File: src/rtl/conv_window_sequencer.sv
// Walks every KxK stride-1 window of the image memory and streams tagged pixels over valid/ready.
// Optional build macro: CONV_ZERO_PAD_EN selects "same" zero padding of (K-1)/2 on each border.
module conv_window_sequencer #(
  parameter  int ADDR_W = 5,
  parameter  int DATA_W = 8,
  parameter  int IMG_W  = 28,
  parameter  int IMG_H  = 28,
  parameter  int K      = 3,
  localparam int TAP_W  = (K * K > 1) ? $clog2(K * K) : 1
) (
  input  logic              clk,
  input  logic              rst,
  input  logic              start,
  output logic              busy,
  output logic              done,
  input  logic              host_wr,
  input  logic [ADDR_W-1:0] host_addr1,
  input  logic [ADDR_W-1:0] host_addr2,
  input  logic [DATA_W-1:0] host_wdata,
  output logic              host_err,
  output logic [ADDR_W-1:0] mem_addr1,
  output logic [ADDR_W-1:0] mem_addr2,
  output logic              mem_wr,
  output logic [DATA_W-1:0] mem_wdata,
  input  logic [DATA_W-1:0] mem_rdata,
  output logic              pix_valid,
  input  logic              pix_ready,
  output logic [DATA_W-1:0] pix_data,
  output logic [TAP_W-1:0]  tap_idx,
  output logic              win_last,
  output logic              frame_last
);

  localparam int KW = (K > 1) ? $clog2(K) : 1;
`ifdef CONV_ZERO_PAD_EN
  localparam int PAD      = (K - 1) / 2;
  localparam int ROW_LAST = IMG_H - 1;
  localparam int COL_LAST = IMG_W - 1;
  localparam int CW       = ADDR_W + 2;
`else
  localparam int ROW_LAST = IMG_H - K;
  localparam int COL_LAST = IMG_W - K;
`endif

  typedef enum logic [1:0] {S_IDLE, S_RUN, S_DRAIN, S_DONE} state_t;

  typedef struct packed {
    logic [DATA_W-1:0] data;
    logic [TAP_W-1:0]  tap;
    logic              win_last;
    logic              frame_last;
  } pix_t;

  state_t            state, state_nxt;
  logic [ADDR_W-1:0] win_row, win_col;
  logic [KW-1:0]     ky, kx;
  logic [ADDR_W-1:0] cur_addr1, cur_addr2;
  logic [ADDR_W-1:0] addr1_q, addr2_q;
  logic              kx_last, ky_last, col_last, row_last;
  logic              tap_win_last, tap_frame_last;
  logic [TAP_W-1:0]  tap_cur;

  // Buffer: 2-entry FIFO plus the read currently returning from memory.
  pix_t              fifo_mem [2];
  logic              wr_ptr, rd_ptr;
  logic [1:0]        fifo_count;
  logic              in_flight;
  logic [TAP_W-1:0]  tag_tap;
  logic              tag_win_last, tag_frame_last;
  logic [1:0]        occ, occ_left;
  logic              pop, push, fifo_pop, issue;
  pix_t              fly, head;

  assign kx_last        = (kx == KW'(K - 1));
  assign ky_last        = (ky == KW'(K - 1));
  assign col_last       = (win_col == ADDR_W'(COL_LAST));
  assign row_last       = (win_row == ADDR_W'(ROW_LAST));
  assign tap_win_last   = kx_last && ky_last;
  assign tap_frame_last = tap_win_last && col_last && row_last;
  assign tap_cur        = TAP_W'(ky) * TAP_W'(K) + TAP_W'(kx);

`ifdef CONV_ZERO_PAD_EN
  logic [CW-1:0] row_sum, col_sum;
  logic          pad_tap, tag_pad;

  // Window origin sits PAD pixels up/left of the image; out-of-image taps read nothing.
  assign row_sum   = CW'(win_row) + CW'(ky);
  assign col_sum   = CW'(win_col) + CW'(kx);
  assign pad_tap   = (row_sum < CW'(PAD)) || (row_sum >= CW'(IMG_H + PAD)) ||
                     (col_sum < CW'(PAD)) || (col_sum >= CW'(IMG_W + PAD));
  assign cur_addr1 = ADDR_W'(row_sum - CW'(PAD));
  assign cur_addr2 = ADDR_W'(col_sum - CW'(PAD));
`else
  assign cur_addr1 = win_row + ADDR_W'(ky);
  assign cur_addr2 = win_col + ADDR_W'(kx);
`endif

  // Occupancy after this cycle's pop decides whether another read fits.
  assign occ       = fifo_count + {1'b0, in_flight};
  assign pix_valid = (occ != 2'd0);
  assign pop       = pix_valid && pix_ready;
  assign occ_left  = occ - {1'b0, pop};
  assign issue     = (state == S_RUN) && (occ_left < 2'd2);
  assign fifo_pop  = pop && (fifo_count != 2'd0);
  assign push      = in_flight && !(pop && (fifo_count == 2'd0));

  always_comb begin
`ifdef CONV_ZERO_PAD_EN
    fly.data = tag_pad ? '0 : mem_rdata;
`else
    fly.data = mem_rdata;
`endif
    fly.tap        = tag_tap;
    fly.win_last   = tag_win_last;
    fly.frame_last = tag_frame_last;
  end

  // Oldest entry first: the FIFO head, else the read landing this cycle.
  assign head       = (fifo_count != 2'd0) ? fifo_mem[rd_ptr] : fly;
  assign pix_data   = pix_valid ? head.data       : '0;
  assign tap_idx    = pix_valid ? head.tap        : '0;
  assign win_last   = pix_valid ? head.win_last   : 1'b0;
  assign frame_last = pix_valid ? head.frame_last : 1'b0;

  // NOTE: state registers use non-blocking assignments so every flop samples pre-edge values.
  always_ff @(posedge clk or posedge rst) begin
    if (rst) begin
      state    <= S_IDLE;
      host_err <= 1'b0;
      addr1_q  <= '0;
      addr2_q  <= '0;
    end else begin
      state    <= state_nxt;
      host_err <= host_wr && (state != S_IDLE);
      if (state == S_RUN) begin
        addr1_q <= mem_addr1;
        addr2_q <= mem_addr2;
      end
    end
  end

  // NOTE: every output of this block gets a default first, so no path can infer a latch.
  always_comb begin
    state_nxt = state;
    busy      = (state != S_IDLE);
    done      = (state == S_DONE);
    mem_wr    = 1'b0;
    mem_wdata = '0;
    mem_addr1 = addr1_q;
    mem_addr2 = addr2_q;
    case (state)
      S_IDLE: begin
        mem_wr    = host_wr;
        mem_wdata = host_wdata;
        mem_addr1 = host_addr1;
        mem_addr2 = host_addr2;
        if (start) state_nxt = S_RUN;
      end
      S_RUN: begin
`ifdef CONV_ZERO_PAD_EN
        if (!pad_tap) begin
          mem_addr1 = cur_addr1;
          mem_addr2 = cur_addr2;
        end
`else
        mem_addr1 = cur_addr1;
        mem_addr2 = cur_addr2;
`endif
        if (issue && tap_frame_last) state_nxt = S_DRAIN;
      end
      S_DRAIN: if (occ_left == 2'd0) state_nxt = S_DONE;
      S_DONE:  state_nxt = S_IDLE;
      default: state_nxt = S_IDLE;
    endcase
  end

  // Raster walk, kx fastest; all counters wrap back to 0 after the last tap.
  always_ff @(posedge clk or posedge rst) begin
    if (rst) begin
      win_row <= '0;
      win_col <= '0;
      ky      <= '0;
      kx      <= '0;
    end else if (issue) begin
      if (kx_last) begin
        kx <= '0;
        if (ky_last) begin
          ky <= '0;
          if (col_last) begin
            win_col <= '0;
            win_row <= row_last ? '0 : win_row + ADDR_W'(1);
          end else begin
            win_col <= win_col + ADDR_W'(1);
          end
        end else begin
          ky <= ky + KW'(1);
        end
      end else begin
        kx <= kx + KW'(1);
      end
    end
  end

  always_ff @(posedge clk or posedge rst) begin
    if (rst) begin
      wr_ptr         <= 1'b0;
      rd_ptr         <= 1'b0;
      fifo_count     <= 2'd0;
      in_flight      <= 1'b0;
      tag_tap        <= '0;
      tag_win_last   <= 1'b0;
      tag_frame_last <= 1'b0;
`ifdef CONV_ZERO_PAD_EN
      tag_pad        <= 1'b0;
`endif
    end else begin
      if (push)     wr_ptr <= ~wr_ptr;
      if (fifo_pop) rd_ptr <= ~rd_ptr;
      case ({push, fifo_pop})
        2'b10:   fifo_count <= fifo_count + 2'd1;
        2'b01:   fifo_count <= fifo_count - 2'd1;
        default: fifo_count <= fifo_count;
      endcase
      in_flight <= issue;
      if (issue) begin
        tag_tap        <= tap_cur;
        tag_win_last   <= tap_win_last;
        tag_frame_last <= tap_frame_last;
`ifdef CONV_ZERO_PAD_EN
        tag_pad        <= pad_tap;
`endif
      end
    end
  end

  // NOTE: FIFO storage is not reset; fifo_count alone decides which entries are meaningful.
  always_ff @(posedge clk) begin
    if (push) fifo_mem[wr_ptr] <= fly;
  end

endmodule

File: config.mk
export PLATFORM = sky130hd
export DESIGN_NAME = conv_window_sequencer
export DESIGN_NICKNAME = d
export VERILOG_FILES = /design/src/rtl/conv_window_sequencer.sv
export SDC_FILE = /design/constraint.sdc
export NUM_CORES = 1
export LEC_CHECK = 0
export BUFFER_PORTS_ARGS = -buffer_cell sky130_fd_sc_hd__buf_2
export CORE_MARGIN = 4
export CORE_UTILIZATION = 50
export DETAILED_ROUTE_END_ITERATION = 12
export PLACE_DENSITY = 0.72
export SLEW_MARGIN = 30
export SYNTH_ARGS = -nofsm -noshare
export SYNTH_HDL_FRONTEND = slang
export SYNTH_SLANG_ARGS = --single-unit
File: constraint.sdc
create_clock -name clk -period 2.8 [get_ports clk]
set_input_delay 0.14 -clock clk [delete_from_list [all_inputs] [get_ports clk]]
set_output_delay 0.14 -clock clk [all_outputs]
set_load 0.02 [all_outputs]
## Word level (Yosys, flattened, before mapping)

Memories as Yosys holds them, arrays and structs flattened.
Index checks and enable logic that the tools add are counted.

| operators by class | value |
|---|---|
| $add $sub $neg | 11 |
| $mul | 1 |
| magnitude comparators | 1 |
| eq/ne operators | 12 |
| muxes and demuxes | 20 |
| bitwise logic cells | 2 |
| reductions and logical operators | 22 |

Operator list:

| kind | number |
|---|---|
| case mux 5 bit (2 select lines) | 2 |
| two-way mux 8 bit | 2 |
| two-way mux 14 bit | 1 |
| adder 5 x 1 -> 5 bit (second input constant) | 2 |
| adder 5 x 2 -> 5 bit | 2 |
| == test 2 bit (second input constant) | 5 |
| == test 5 bit (second input constant) | 2 |
| logical AND 1 bit | 10 |
| two-way mux 2 bit | 5 |
| two-way mux 5 bit | 2 |
| case mux 2 bit (4 select lines) | 1 |
| nonzero test 2 bit | 4 |
| adder 2 x 1 -> 2 bit (second input constant) | 3 |
| zero test 2 bit | 3 |
| AND reduction 3 bit | 2 |
| two-way mux 1 bit | 5 |
| adder 4 x 2 -> 4 bit | 1 |
| == test 2 x 1 -> 1 bit (second input constant) | 2 |
| multiplier 2 x 2 -> 4 bit (second input constant) | 1 |
| two-way mux 4 bit | 1 |
| != test 2 bit (second input constant) | 2 |
| case mux 2 bit (2 select lines) | 1 |
| AND reduction 4 bit | 1 |
| adder 2 x 1 -> 2 bit | 1 |
| other kinds (7) | 8 |

| storage, ports and cells | value |
|---|---|
| bits in registers | 38 |
| bits in writable memories | 28 |
| bits of input ports | 31 |
| output and inout bits | 37 |
| logic and storage cells | 85 |
| memories kept | 1 |

Memories:

| name | depth | bits a word | read ports | clocked after Yosys merged registers in | wr ports | RTL line | RTL |
|---|---|---|---|---|---|---|---|
| fifo_mem | 2 | 14 | 1 | 0 | 1 | 64 | `pix_t fifo_mem [2];` |

## Logic depth before layout (Yosys ltp)

| depth | value |
|---|---|
| depth after elaboration | 9 |
| gate-level depth with buffers | 10 |

## Worst setup path after synthesis

Ideal clock, no wire load.

| timing path | value |
|---|---|
| path kind | reg2reg |
| start | register fifo_count[0] |
| end | register state[1] |
| setup time | 125 ps |
| arrival time | 2,222 ps |
| data required time | 2,675 ps |
| slack | 453 ps |
| cell stages (with the launch flop) | 10 |
| buffers on the path | 0 |
| cell sequence | dfrtp_1 -> ha_1 -> xor2_1 -> o21ai_0 -> inv_1 -> ha_1 -> xnor3_2 -> a41oi_2 -> a221oi_2 -> mux2_2 |

| between the ends | value |
|---|---|
| longest elaborated chain between the ends | 9 |
| elaborated cells between the ends (all ways) | 11 |
| those cells by class | add/sub: 2; order compare: 1; eq/ne: 2; reduce/logical: 6 |

RTL lines:

| item | RTL line | RTL |
|---|---|---|
| from (decl) | 66 | `logic [1:0] fifo_count;` |
| from (signal assigned) | 220 | `2'b10: fifo_count <= fifo_count + 2'd1;` |
| from (signal assigned) | 221 | `2'b01: fifo_count <= fifo_count - 2'd1;` |
| from (signal assigned) | 222 | `default: fifo_count <= fifo_count;` |
| adder 2 x 1 -> 2 bit (*) | 99 | `assign occ = fifo_count + {1'b0, in_flight};` |
| nonzero test 2 bit | 100 | `assign pix_valid = (occ != 2'd0);` |
| logical AND 1 bit | 101 | `assign pop = pix_valid && pix_ready;` |
| subtractor 2 x 1 -> 2 bit (*) | 102 | `assign occ_left = occ - {1'b0, pop};` |
| < comparator 2 bit | 103 | `assign issue = (state == S_RUN) && (occ_left < 2'd2);` |
| logical AND 1 bit | 103 |  |
| logical AND 1 bit | 169 | `if (issue && tap_frame_last) state_nxt = S_DRAIN;` |
| != test 2 x 1 -> 1 bit (no source line) | - |  |
| AND reduction 3 bit (no source line) (*) | - |  |
| to (signal assigned) | 133 | `state <= state_nxt;` |
| to (decl) | 54 | `state_t state, state_nxt;` |

Mark *: on every way between the ends. The rest lies on a longest branch, timed or not.
A chain may end at the register's enable or synchronous reset.

## Worst setup path after layout

Same ends and word-level chain as after synthesis.

==> flow_summary.toml <==
[placed_design]
dp_slack_ns = 0.248
place_congestion = 0.822
dp_hpwl_mm = 5.21
port_buffers = 67

[final_layout]
final.fill_count = 561
drive_gt1_share_pct = 24.9
area_delta_synth_final_pct = 22.6
final_common_cell = "buf_2"
final_cell_mix = "67 x buf_2, 39 x nand2_1, 38 x dfrtp_1"
utilization_pct = 63.6
n_antenna_cell = 0
fin_nets = 463

[global_route]
antenna_found_initial = 0
grt_pass1_wl_mm = 12.9
grt_start_max_net_pins = 32
overflow = 0
grt_pass1_vias = 2680
grtUsageTotal_pct = 19.2

[logic_synthesis]
synth_largest_area_cell = "dfrtp_1"
synth_warnings = 0
synth_nets = 385
post-synth-top-area-fraction_pct = 26.8
async_reset_ff_share_pct = 57.6
synthFlopType = "dfrtp_1"
synth-seq-cells = 66
synth.cell_area_sq_um = 3540
avgSynthCellArea_sq_um = 10.7
synth-edff-count = 28
ys_top_cells_by_area = "dfrtp_1 27%, edfxtp_1 24%, ha_1 7.1%, nand2_1 4.1%, mux2i_1 4.0%"
synthDistinctLibCells = 46
syn_inst = 330
synth_seq_area_share_pct = 50.5

[min_path]
hold_end = "host_err$_DFF_PP0_"
hold_class = "in -> reg"
worstHoldPathCells = 2
hold_path.startpoint = "host_wr"

[worst_setup_path]
cp-end-kind = "flop"
r2r-start = "fifo_count[0]$_DFFE_PP0P_"
cpMostUsedCell = "ha_1"
rrSetupSlack_ns = 0.24
crit_slowest_cell = "dfrtp_1"
rr_endpoint = "state[1]$_DFFE_PP0P_"
worst-setup-path-type = "reg -> reg"
worstPathRequired_ns = 3.03
worstPathCellList = "ha_1 -> xor2_1 -> o21ai_0 -> inv_1 -> ha_1 -> xnor3_2 -> a41oi_2 -> a221oi_2 -> mux2_2"
worst_ep_arrival_time_ns = 2.79
r2r_cells = 9
startpoint_type = "flop"
cp_max_fo = 4
slowest_delay_ns = 0.43

[route]
first_pass_iters = 4
vias = 2638
remaining_drc_errors = 0
via_per_inst = 5.18
dr.first_iter.drc_count = 88
drt-total-wl_mm = 7.45
wl_per_cell_um = 14.6
ant_nets = 0

[sta]
setup_slack_ns = 0.245
fmax_ghz = 0.391
relSlewSlack_pct = 44.3
hold_violations = 0
setup_viol = 0
rsz0062_at_grt = "no"
tns_ns = 0
fin_worst_skew_ns = 0.0130
report.final.slew_viol_count = 0
period_minus_slack_ns = 2.56
worstMarginPinSlew_ns = 0.835
fin_crit_sh_pct = 91.3

[clock_tree]
root_buffer = "clkbuf_8"
cts_sinks = 66
postCtsSetupBuffers = 0
cts-resized-gates = 0
cts_hold_buf = 9
cts_tree = "yes"
cts_buffers = 9
clk_pin_slew_ns = 0.08
htree_num_levels = 3
clk_latency_ns = 0.35
cts_buffer_depth = 2

[power]
swShare_pct = 42.6
switchingPower_mw = 2.17
power_per_cell_area_nw_per_um2 = 1170
ir_drop_mv = 0.570
intPower_mw = 2.92
cellLeakagePower_nw = 2.04
pwr-share-clk_pct = 20.9
seq_power_share_pct = 30.0
combPwrFrac_pct = 49.1

[floorplanning]
initial_core_util_pct = 51.9
die_x_um = 92.2
io_pins = 68
dieArea_sq_um = 8500
fp.dieH_um = 92.2
core_area_sq_um = 6830
fp-row-count = 30

[job]
cap_violations = 0

[status]
status = "completed"
[flip-flops by register name, summed over array words and instances, names as in the netlist, 2 cells and up]
name and cells:
fifo_mem 28, addr1_q 5, addr2_q 5, win_col 5, win_row 5, tag_tap 4
fifo_count 2, kx 2, ky 2, state 2
[cells in the mapped netlist, types with 7 or more instances]
| cell type | count |
|---|---|
| dfrtp_1 | 38 |
| edfxtp_1 | 28 |
| nand2_1 | 39 |
| mux2i_1 | 14 |
| inv_1 | 18 |
| nor2_1 | 32 |
| nand3_1 | 7 |
| a211oi_1 | 14 |
| a21oi_1 | 11 |
| clkbuf_1 | 10 |
| xnor2_1 | 7 |
| and2_1 | 11 |
| ha_1 | 20 |
| o21ai_0 | 10 |
| a22oi_1 | 8 |
[metal layers]
layer,part of all wire (%),track usage (%),vias up
li1,-,-,1323
met1,43,24.9,1225
met3,5.8,4.18,14
met2,49,31.3,76
met4,1.8,7.67,0
met5,0,0,-
[worst max-delay path by stage]
stage                               from                     end  slack, ns  cells past startpoint
2_1_floorplan  fifo_count[0]$_DFFE_PP0P_    state[1]$_DFFE_PP0P_       0.45                      9
3_3_place_gp   fifo_count[0]$_DFFE_PP0P_    state[1]$_DFFE_PP0P_       0.36                      9
3_5_place_dp   fifo_count[0]$_DFFE_PP0P_    state[1]$_DFFE_PP0P_       0.25                      9
4_1_cts        fifo_count[0]$_DFFE_PP0P_    state[1]$_DFFE_PP0P_       0.22                      9
5_1_grt        fifo_count[0]$_DFFE_PP0P_  win_col[4]$_DFFE_PP0P_       0.06                     10
6_report       fifo_count[0]$_DFFE_PP0P_    state[1]$_DFFE_PP0P_       0.24                      9
[area by class of cell]
type                            instances  area [sq um]  area share, %
Timing Repair Buffer                   85           493           11.3
Clock inverter                          6           138           3.17
Sequential cell                        66          1790           41.2
Inverter                               19          71.3           1.64
Multi-Input combinational cell        227          1610           36.9
Clock buffer                           10           128           2.94
Tap cell                               96           120           2.76
[per-stage QoR]
step	hold slack, ns	cell area (sq um)	instances	power [mW]
after floorplan	0.239	3540	330	3.31
after global placement	0.314	3990	484	3.98
after detailed placement	0.324	3990	484	4.06
after CTS	0.0537	4350	509	5.14
after global routing	0.0541	4350	509	5.51
final	0.0700	4350	509	5.09
[logic make-up after synthesis]
family          count (synthesis)  share of synthesized area, %
compound gates                 65                          12.8
xor+xnor                       13                          3.64
fa+ha+maj                      24                          9.32
buf+inv                        37                          4.16
flops                          66                          50.5
mux                            18                          5.22
simple gates                  107                          14.3
[critical path, delay by kind of cell (launching register included)]
kind | cells | cell delay (ns)
AOI/OAI and AO/OA | 3 | 0.65
xor gates and xnor gates | 2 | 0.47
adders and majority gates | 2 | 0.45
buffers and inverters | 1 | 0.08
DFF | 1 | 0.43
muxes | 1 | 0.36
[power by group through the flow]
stage	registers (mW)	logic, mW	clock network [mW]
6_report	1.53	2.50	1.07
5_1_grt	1.57	2.80	1.13
4_1_cts	1.53	2.53	1.08
3_5_place_dp	1.55	2.51	0
3_3_place_gp	1.53	2.45	0
2_1_floorplan	1.44	1.87	0
(Power assumes the default switching activity.)
